--- config.mk ---
export PLATFORM = sky130hd
export DESIGN_NAME = ram_lsu
export DESIGN_NICKNAME = d
export VERILOG_FILES = /design/src/rtl/ram_lsu.sv
export SDC_FILE = /design/constraint.sdc
export NUM_CORES = 1
export LEC_CHECK = 0
export CORE_AREA = 2 2 122 124
export DETAILED_ROUTE_END_ITERATION = 16
export DIE_AREA = 0 0 124 126
export PLACE_DENSITY = 0.81
export SLEW_MARGIN = 20
export SYNTH_ARGS = -nofsm -noshare
export SYNTH_HDL_FRONTEND = slang
export SYNTH_SLANG_ARGS = --single-unit
--- constraint.sdc ---
create_clock -name i_clk -period 5 [get_ports i_clk]
set_input_delay 0.75 -clock i_clk [delete_from_list [all_inputs] [get_ports i_clk]]
set_output_delay 0.75 -clock i_clk [all_outputs]
set_load 0.02 [all_outputs]
--- src/rtl/ram_lsu.sv ---
// Load/store unit in front of a small word RAM: turns byte-addressed requests into
// word accesses, does read-modify-write for sub-word stores and extends load data.
module ram_lsu #(
    parameter int DATA_WIDTH = 32,
    parameter int ADDR_WIDTH = 32,
    parameter int MEM_WORDS  = 32
) (
    input  logic                  i_clk,
    input  logic                  i_rst,
    input  logic                  i_req_valid,
    output logic                  o_req_ready,
    input  logic                  i_req_we,
    input  logic [1:0]            i_req_size,
    input  logic                  i_req_signed,
    input  logic [ADDR_WIDTH-1:0] i_req_addr,
    input  logic [DATA_WIDTH-1:0] i_req_wdata,
    output logic                  o_resp_valid,
    input  logic                  i_resp_ready,
    output logic [DATA_WIDTH-1:0] o_resp_rdata,
    output logic                  o_resp_err,
    output logic [ADDR_WIDTH-1:0] o_mem_addr,
    output logic [DATA_WIDTH-1:0] o_mem_data,
    output logic                  o_mem_we,
    input  logic [DATA_WIDTH-1:0] i_mem_data
);

    localparam logic [1:0] IDLE  = 2'd0;
    localparam logic [1:0] READ  = 2'd1;
    localparam logic [1:0] WRITE = 2'd2;
    localparam logic [1:0] RESP  = 2'd3;

    localparam logic [1:0] SIZE_BYTE = 2'b00;
    localparam logic [1:0] SIZE_HALF = 2'b01;
    localparam logic [1:0] SIZE_WORD = 2'b10;

    logic [1:0]            state_reg, state_next;
    logic                  we_reg;
    logic [1:0]            size_reg;
    logic                  signed_reg;
    logic [ADDR_WIDTH-1:0] addr_reg;
    logic [DATA_WIDTH-1:0] wdata_reg;
    logic [DATA_WIDTH-1:0] word_reg;
    logic [DATA_WIDTH-1:0] rdata_reg;
    logic                  err_reg;

    logic                  req_bad;
    logic                  accept;
    logic [DATA_WIDTH-1:0] shifted;
    logic [DATA_WIDTH-1:0] load_value;
    logic [DATA_WIDTH-1:0] merged;

    assign accept = (state_reg == IDLE) && i_req_valid;

    // Errors are decided from the raw request so they can skip the RAM entirely.
    assign req_bad = (i_req_size == 2'b11)
                   || ((i_req_size == SIZE_HALF) && i_req_addr[0])
                   || ((i_req_size == SIZE_WORD) && (i_req_addr[1:0] != 2'b00))
                   || ((i_req_addr >> 2) >= ADDR_WIDTH'(MEM_WORDS));

    always_comb begin
        state_next = state_reg;
        case (state_reg)
            IDLE: begin
                if (i_req_valid) begin
                    if (req_bad) begin
                        state_next = RESP;
                    end else if (i_req_we && (i_req_size == SIZE_WORD)) begin
                        state_next = WRITE;
                    end else begin
                        state_next = READ;
                    end
                end
            end
            READ:    state_next = we_reg ? WRITE : RESP;
            WRITE:   state_next = RESP;
            RESP:    state_next = i_resp_ready ? IDLE : RESP;
            default: state_next = IDLE;
        endcase
    end

    // Load lane extraction: move the addressed byte/half down to bit 0, then extend.
    assign shifted = i_mem_data >> {addr_reg[1:0], 3'b000};

    always_comb begin
        case (size_reg)
            SIZE_BYTE: load_value = {{(DATA_WIDTH-8){signed_reg & shifted[7]}}, shifted[7:0]};
            SIZE_HALF: load_value = {{(DATA_WIDTH-16){signed_reg & shifted[15]}}, shifted[15:0]};
            default:   load_value = i_mem_data;
        endcase
    end

    // Store merge: each byte lane takes new data or keeps the word captured in READ.
    generate
        for (genvar gi = 0; gi < 4; gi++) begin : g_lane
            logic       lane_hit;
            logic [7:0] lane_src;

            assign lane_hit = (size_reg == SIZE_WORD)
                           || ((size_reg == SIZE_BYTE) && (addr_reg[1:0] == 2'(gi)))
                           || ((size_reg == SIZE_HALF) && (addr_reg[1] == 1'(gi / 2)));
            assign lane_src = (size_reg == SIZE_WORD) ? wdata_reg[8*gi +: 8]
                            : (size_reg == SIZE_HALF) ? wdata_reg[8*(gi % 2) +: 8]
                            : wdata_reg[7:0];
            assign merged[8*gi +: 8] = lane_hit ? lane_src : word_reg[8*gi +: 8];
        end
    endgenerate

    always_ff @(posedge i_clk or posedge i_rst) begin
        if (i_rst) begin
            state_reg  <= IDLE;
            we_reg     <= 1'b0;
            size_reg   <= 2'b00;
            signed_reg <= 1'b0;
            addr_reg   <= '0;
            wdata_reg  <= '0;
            word_reg   <= '0;
            rdata_reg  <= '0;
            err_reg    <= 1'b0;
        end else begin
            state_reg <= state_next;
            if (accept) begin
                we_reg     <= i_req_we;
                size_reg   <= i_req_size;
                signed_reg <= i_req_signed;
                addr_reg   <= i_req_addr;
                wdata_reg  <= i_req_wdata;
                err_reg    <= req_bad;
                rdata_reg  <= '0;
            end
            if (state_reg == READ) begin
                word_reg <= i_mem_data;
                if (!we_reg) begin
                    rdata_reg <= load_value;
                end
            end
        end
    end

    assign o_req_ready  = (state_reg == IDLE);
    assign o_resp_valid = (state_reg == RESP);
    assign o_resp_err   = (state_reg == RESP) && err_reg;
    assign o_resp_rdata = rdata_reg;
    assign o_mem_addr   = addr_reg >> 2;
    assign o_mem_we     = (state_reg == WRITE);
    assign o_mem_data   = (state_reg == WRITE) ? merged : '0;

endmodule

==> results.toml <==
[status]
outcome = "finished, final reports clean"

[synth]
postSynthRegisterBits = 135
most_instantiated_flip_flop_cell_in_the_synthesis_netlist = "dfrtp_1"
synth-adder-area-share_pct = 0
yosysUniqueCellTypes = 42
synth_compound_area_share_pct = 16.5
yosys_warnings = 0
post_synth_and_or_nand_nor_area_fraction_pct = 19.1
synth_enable_flop_cells = 0
synth_top_family_by_area = "simple AND/OR/NAND/NOR gates"
synth.cell_area_sq_um = 6790
synth_seq_area_share_pct = 49.8
post_synth_mux_area_share_pct = 7.44
ys_async_rst_share_pct = 100
post_synth.cell_area_avg_sq_um = 9.23
post_synth_xor_area_fraction_pct = 0
netlist_instances = 736

[die]
floorplan.io_pins = 204
overall_die_area_sq_um = 15600
core_outline_area_sq_um = 14300
initial_core_utilization_pct = 47.4
chipWidth_microns = 124
rows = 44
die_height_microns = 126

[clock_network]
cts-htree-levels = 4
post_cts_hold_buffer_count = 0
cts_made_buffers = 17
cts_root_buffer = "clkbuf_16"
worst_skew_pair.late_latency_ps = 420
post-cts-setup-buffers = 0
cts_tree = "done"
cts.clk_slew.worst_paths_ps = 60
cts_num_sinks = 135
clockBufferDepth = 2
cts_repair_resize_count = 0

[sta]
timing_max_transition_violations_final = 0
fin_setup_tns_ps = 0
slew-limit-headroom_pct = 27.3
finalClockSkew_ps = 5.72
tightestPinTransition_ps = 1080
finalSetupViolCount = 0
max_clock_freq_ghz = 0.252
final.period_utilization_pct = 79.4
timing.final.crit_period_ps = 3970
unrepaired_setup_endpoints_after_global_routing = "false"
finalHoldViolations = 0

[global_route]
total_gr_overflow = 0
groute.usage.overall_pct = 27.0
grt_first_pass_wirelength_mm = 32.1
number_of_antenna_violations_at_the_first_check_in_global_routing = 0
grt_start_max_net_pins = 136
grt_pass1_vias = 5701

[routing]
antenna_left = 0
via_count = 6080
highest_layer = "met4"
drt_iter0_markers = 593
vias_per_cell = 5.64
routed_wl_mm = 20.3
drt_first_pass_iters = 5
detail_route.wirelength.met1_mm = 8.56
drcViolationCount = 0
routed-wl-met3_mm = 1.61
routedWlPerCell_microns = 18.8
routed-wl-met2_mm = 9.53

[finish]
area.growth.synth_to_final_pct = 36.3
drive_above_1_share_pct = 6.49
mostFrequentLayoutCells = "nand2_1 (238), clkdlybuf4s50_1 (201), dfrtp_1 (135)"
most_frequent_standard_cell_in_the_layout_excluding_fill_and_tap_cells = "nand2_1"
num-nets-final = 986
postLayoutCellArea_sq_um = 9250
antenna_cells = 0
final_cell_count_no_fill = 1078
final_core_utilization_pct = 64.6

[min_path]
hold_path.class = "reg -> reg"

[worst_setup_path]
worst-endpoint-required_ps = 4250
cp_data_arrival_time_ps = 3220
worst-setup-path-type = "reg -> out"
timing.critical_path.to_type = "output pin"
critPathLaunchType = "register"
critPathMaxFanout = 16

[placed_design]
placedInstanceArea_sq_um = 8660
gp_congestion = 0.892
numPlacedInstances = 1047
place_hpwl_mm = 14.2
buffer_ports.inserted = 201

[power]
cellLeakagePower_nw = 4.06
peakVddDrop_mv = 0.345
power.density_cell_area_nw_per_um2 = 696

[run]
max_cap_violations = 0
per-stage QoR:
step                worst slack [ps]  hold slack [ps]  power [mW]
finish                          1030              472        6.44
detailed placement              1560              461        5.13
global placement                1630              458        5.07
CTS                             1110              475        6.44
floorplan                        639              446        4.02
global route                     835              491        6.82
cell usage after synthesis (2+ instances only):
cell,number,share of area (%)
a221o_1,16,2.4
buf_4,34,3.8
o21ai_0,10,0.74
a21oi_1,43,3.2
buf_6,2,0.33
clkbuf_1,37,2.0
inv_1,2,0.11
nor2_1,23,1.3
nand3_1,9,0.66
and3_1,16,1.5
mux4_2,2,0.66
a311oi_1,8,1.0
o2bb2ai_1,7,0.90
a221oi_1,15,1.9
nor4_1,6,0.55
mux2_1,32,5.3
o21ai_1,6,0.44
mux2i_1,10,1.5
a21oi_2,9,1.2
nor2b_1,2,0.18
a22o_1,7,0.90
buf_1,4,0.22
and2_1,4,0.37
a22oi_1,2,0.22
a211oi_1,17,1.9
nor3_1,4,0.29
dfrtp_1,135,50
a31oi_1,8,0.74
buf_2,5,0.37
o211ai_1,2,0.22
nand2_1,239,13
a21o_1,2,0.22
inv_2,4,0.22
nand2b_1,6,0.55
worst max-delay path: stages (launching register included):
cell	delay, ps
dfrtp_1	570
inv_2	120
nor2_1	820
a221oi_1	250
a211oi_1	360
clkdlybuf4s50_1	670
worst paths after layout:
check / start / to / slack [ps] / cells after the start
max in group asynchronous: i_rst / addr_reg[29] / 3590 / 3
worst max-delay path: size_reg[0] / o_mem_data[25] / 1030 / 5
worst min-delay path: addr_reg[21] / addr_reg[21] / 470 / 2
worst max register to register: addr_reg[0] / o_resp_rdata[23] / 2390 / 4
min in group asynchronous: i_rst / addr_reg[24] / 810 / 3
worst min register to register: addr_reg[21] / addr_reg[21] / 470 / 2
cell type report:
class	instances	area [sq um]
sequential	135	3380
inverter	6	25.0
timing repair buffer	208	2080
tap	184	230
fill	1195	5060
clock inverter	12	154
clock buffer	19	443
multi-input combinational	514	2950
kinds of logic after synthesis:
family | Yosys count
multiplexers | 44
AO/OA/AOI/OAI | 155
other | 1
AND/OR/NAND/NOR | 313
flip-flops | 135
buffers and inverters | 88
metal layers:
metal / up-vias / global-route usage (%)
li1: 2829 / -
met1: 2934 / 37.8
met2: 278 / 41.0
met3: 39 / 6.39
met4: 0 / 10.0
met5: - / 0
where the power goes:
part	internal [mW]	switching [mW]	total, mW
clock	0.792	0.478	1.27
combinational	1.39	1.76	3.15
sequential	1.60	0.419	2.02
total	3.78	2.66	6.44
Power figures use the tool's default switching activity.
==> patch (config.mk and constraints unchanged) <==
Change the parameter `ADDR_WIDTH` from 32 to 64.
--- a/src/rtl/ram_lsu.sv
+++ b/src/rtl/ram_lsu.sv
@@ -4,3 +4,3 @@
     parameter int DATA_WIDTH = 32,
-    parameter int ADDR_WIDTH = 32,
+    parameter int ADDR_WIDTH = 64,
     parameter int MEM_WORDS  = 32
Ports: changed (resized i_req_addr and o_mem_addr); port bits go from 204 to 268. The function was not compared with the original's and may differ.
==> patch against the original RTL <==
- clock skew fell by 0.00084 ns
- highest routed layer unchanged
- design area rose by 21%
- fmax fell by 0.42%
- wire length rose by 21%
- largest cell class unchanged
- non-clock buffer count rose by 64
- cell count rose by 21%
- power rose by 19%
- setup slack got worse by 0.017 ns
- critical path depth rose by 1
- sequential cell count rose by 32
- sequential power rose by 25%
- area after synthesis rose by 24%
- core utilization rose by 14 points
==> patch: results (changes against the original RTL) <==
multi-input logic cell count 649 (+26%); sequential cell area fraction in the yosys report 49.5% (-0.26 points); Non-clk bufs 272 (+31%); reg-to-reg endpoint o_resp_rdata[16]; P_seq 2.52 mW (+25%); wire length on met2 11.6 mm (+22%); DP Wirelength 17.3 mm (+22%); GRT Total Usage 32.0% (+5.0 points); share of layout cells above drive strength 1 8.65% (+2.2 points); switching part of the total 41.0% (-0.26 points); metal3 WL 1.97 mm (+22%); R2R setup slack 2.46 ns (+0.07 ns); CP max-delay cell clkdlybuf4s50_1; leakage 5.01 nW (+23%); first-pass GRT wire length 38.2 mm (+19%); final-layout non-clock buffer area share 24.2% (+1.8 points); clock power share 17.3% (-2.4 points); vias in the first global route 7181 (+26%); Post-synth top cells nand2_1 (342), dfrtp_1 (167), buf_4 (66); Netlist cell types 44 (+4.8%); Worst Hold Launch addr_reg[28]; CP peak stage delay 0.67 ns (-0.15 ns); status finished, final reports clean; top cells by area, synth dfrtp_1 (49%), nand2_1 (15%), buf_4 (5.9%); IO Port Bufs 265 (+32%); Initial DRC Count 594 (+0.17%)
patch: worst max-delay path, delay by kind of cell (launching register included):
kind / cells / cell delay, ns
simple gates: 1 / 0.55
buf+inv: 3 / 1.32
flops: 1 / 0.36
compound gates: 2 / 0.57
patch: worst max path at each step:
stage | startpoint | end | slack (ns) | cells after the start
floorplan | i_rst | addr_reg[0] | 2.12 | 1
global placement | size_reg[0] | o_mem_data[30] | 1.39 | 4
detailed placement | size_reg[0] | o_mem_data[26] | 1.34 | 4
CTS | size_reg[0] | o_mem_data[26] | 0.87 | 4
global route | size_reg[1] | o_mem_data[30] | 0.82 | 6
finish | size_reg[1] | o_mem_data[26] | 1.01 | 6
patch: kinds of logic (layout without fill, tap and decap cells):
family          Yosys count  count (layout)  synth area share (%)
other cells               1               3                0.0444
buf+inv                 129             306                  9.53
simple gates            431             431                  21.2
mux                      44              44                  5.81
flops                   167             167                  49.5
compound gates          172             172                  13.9
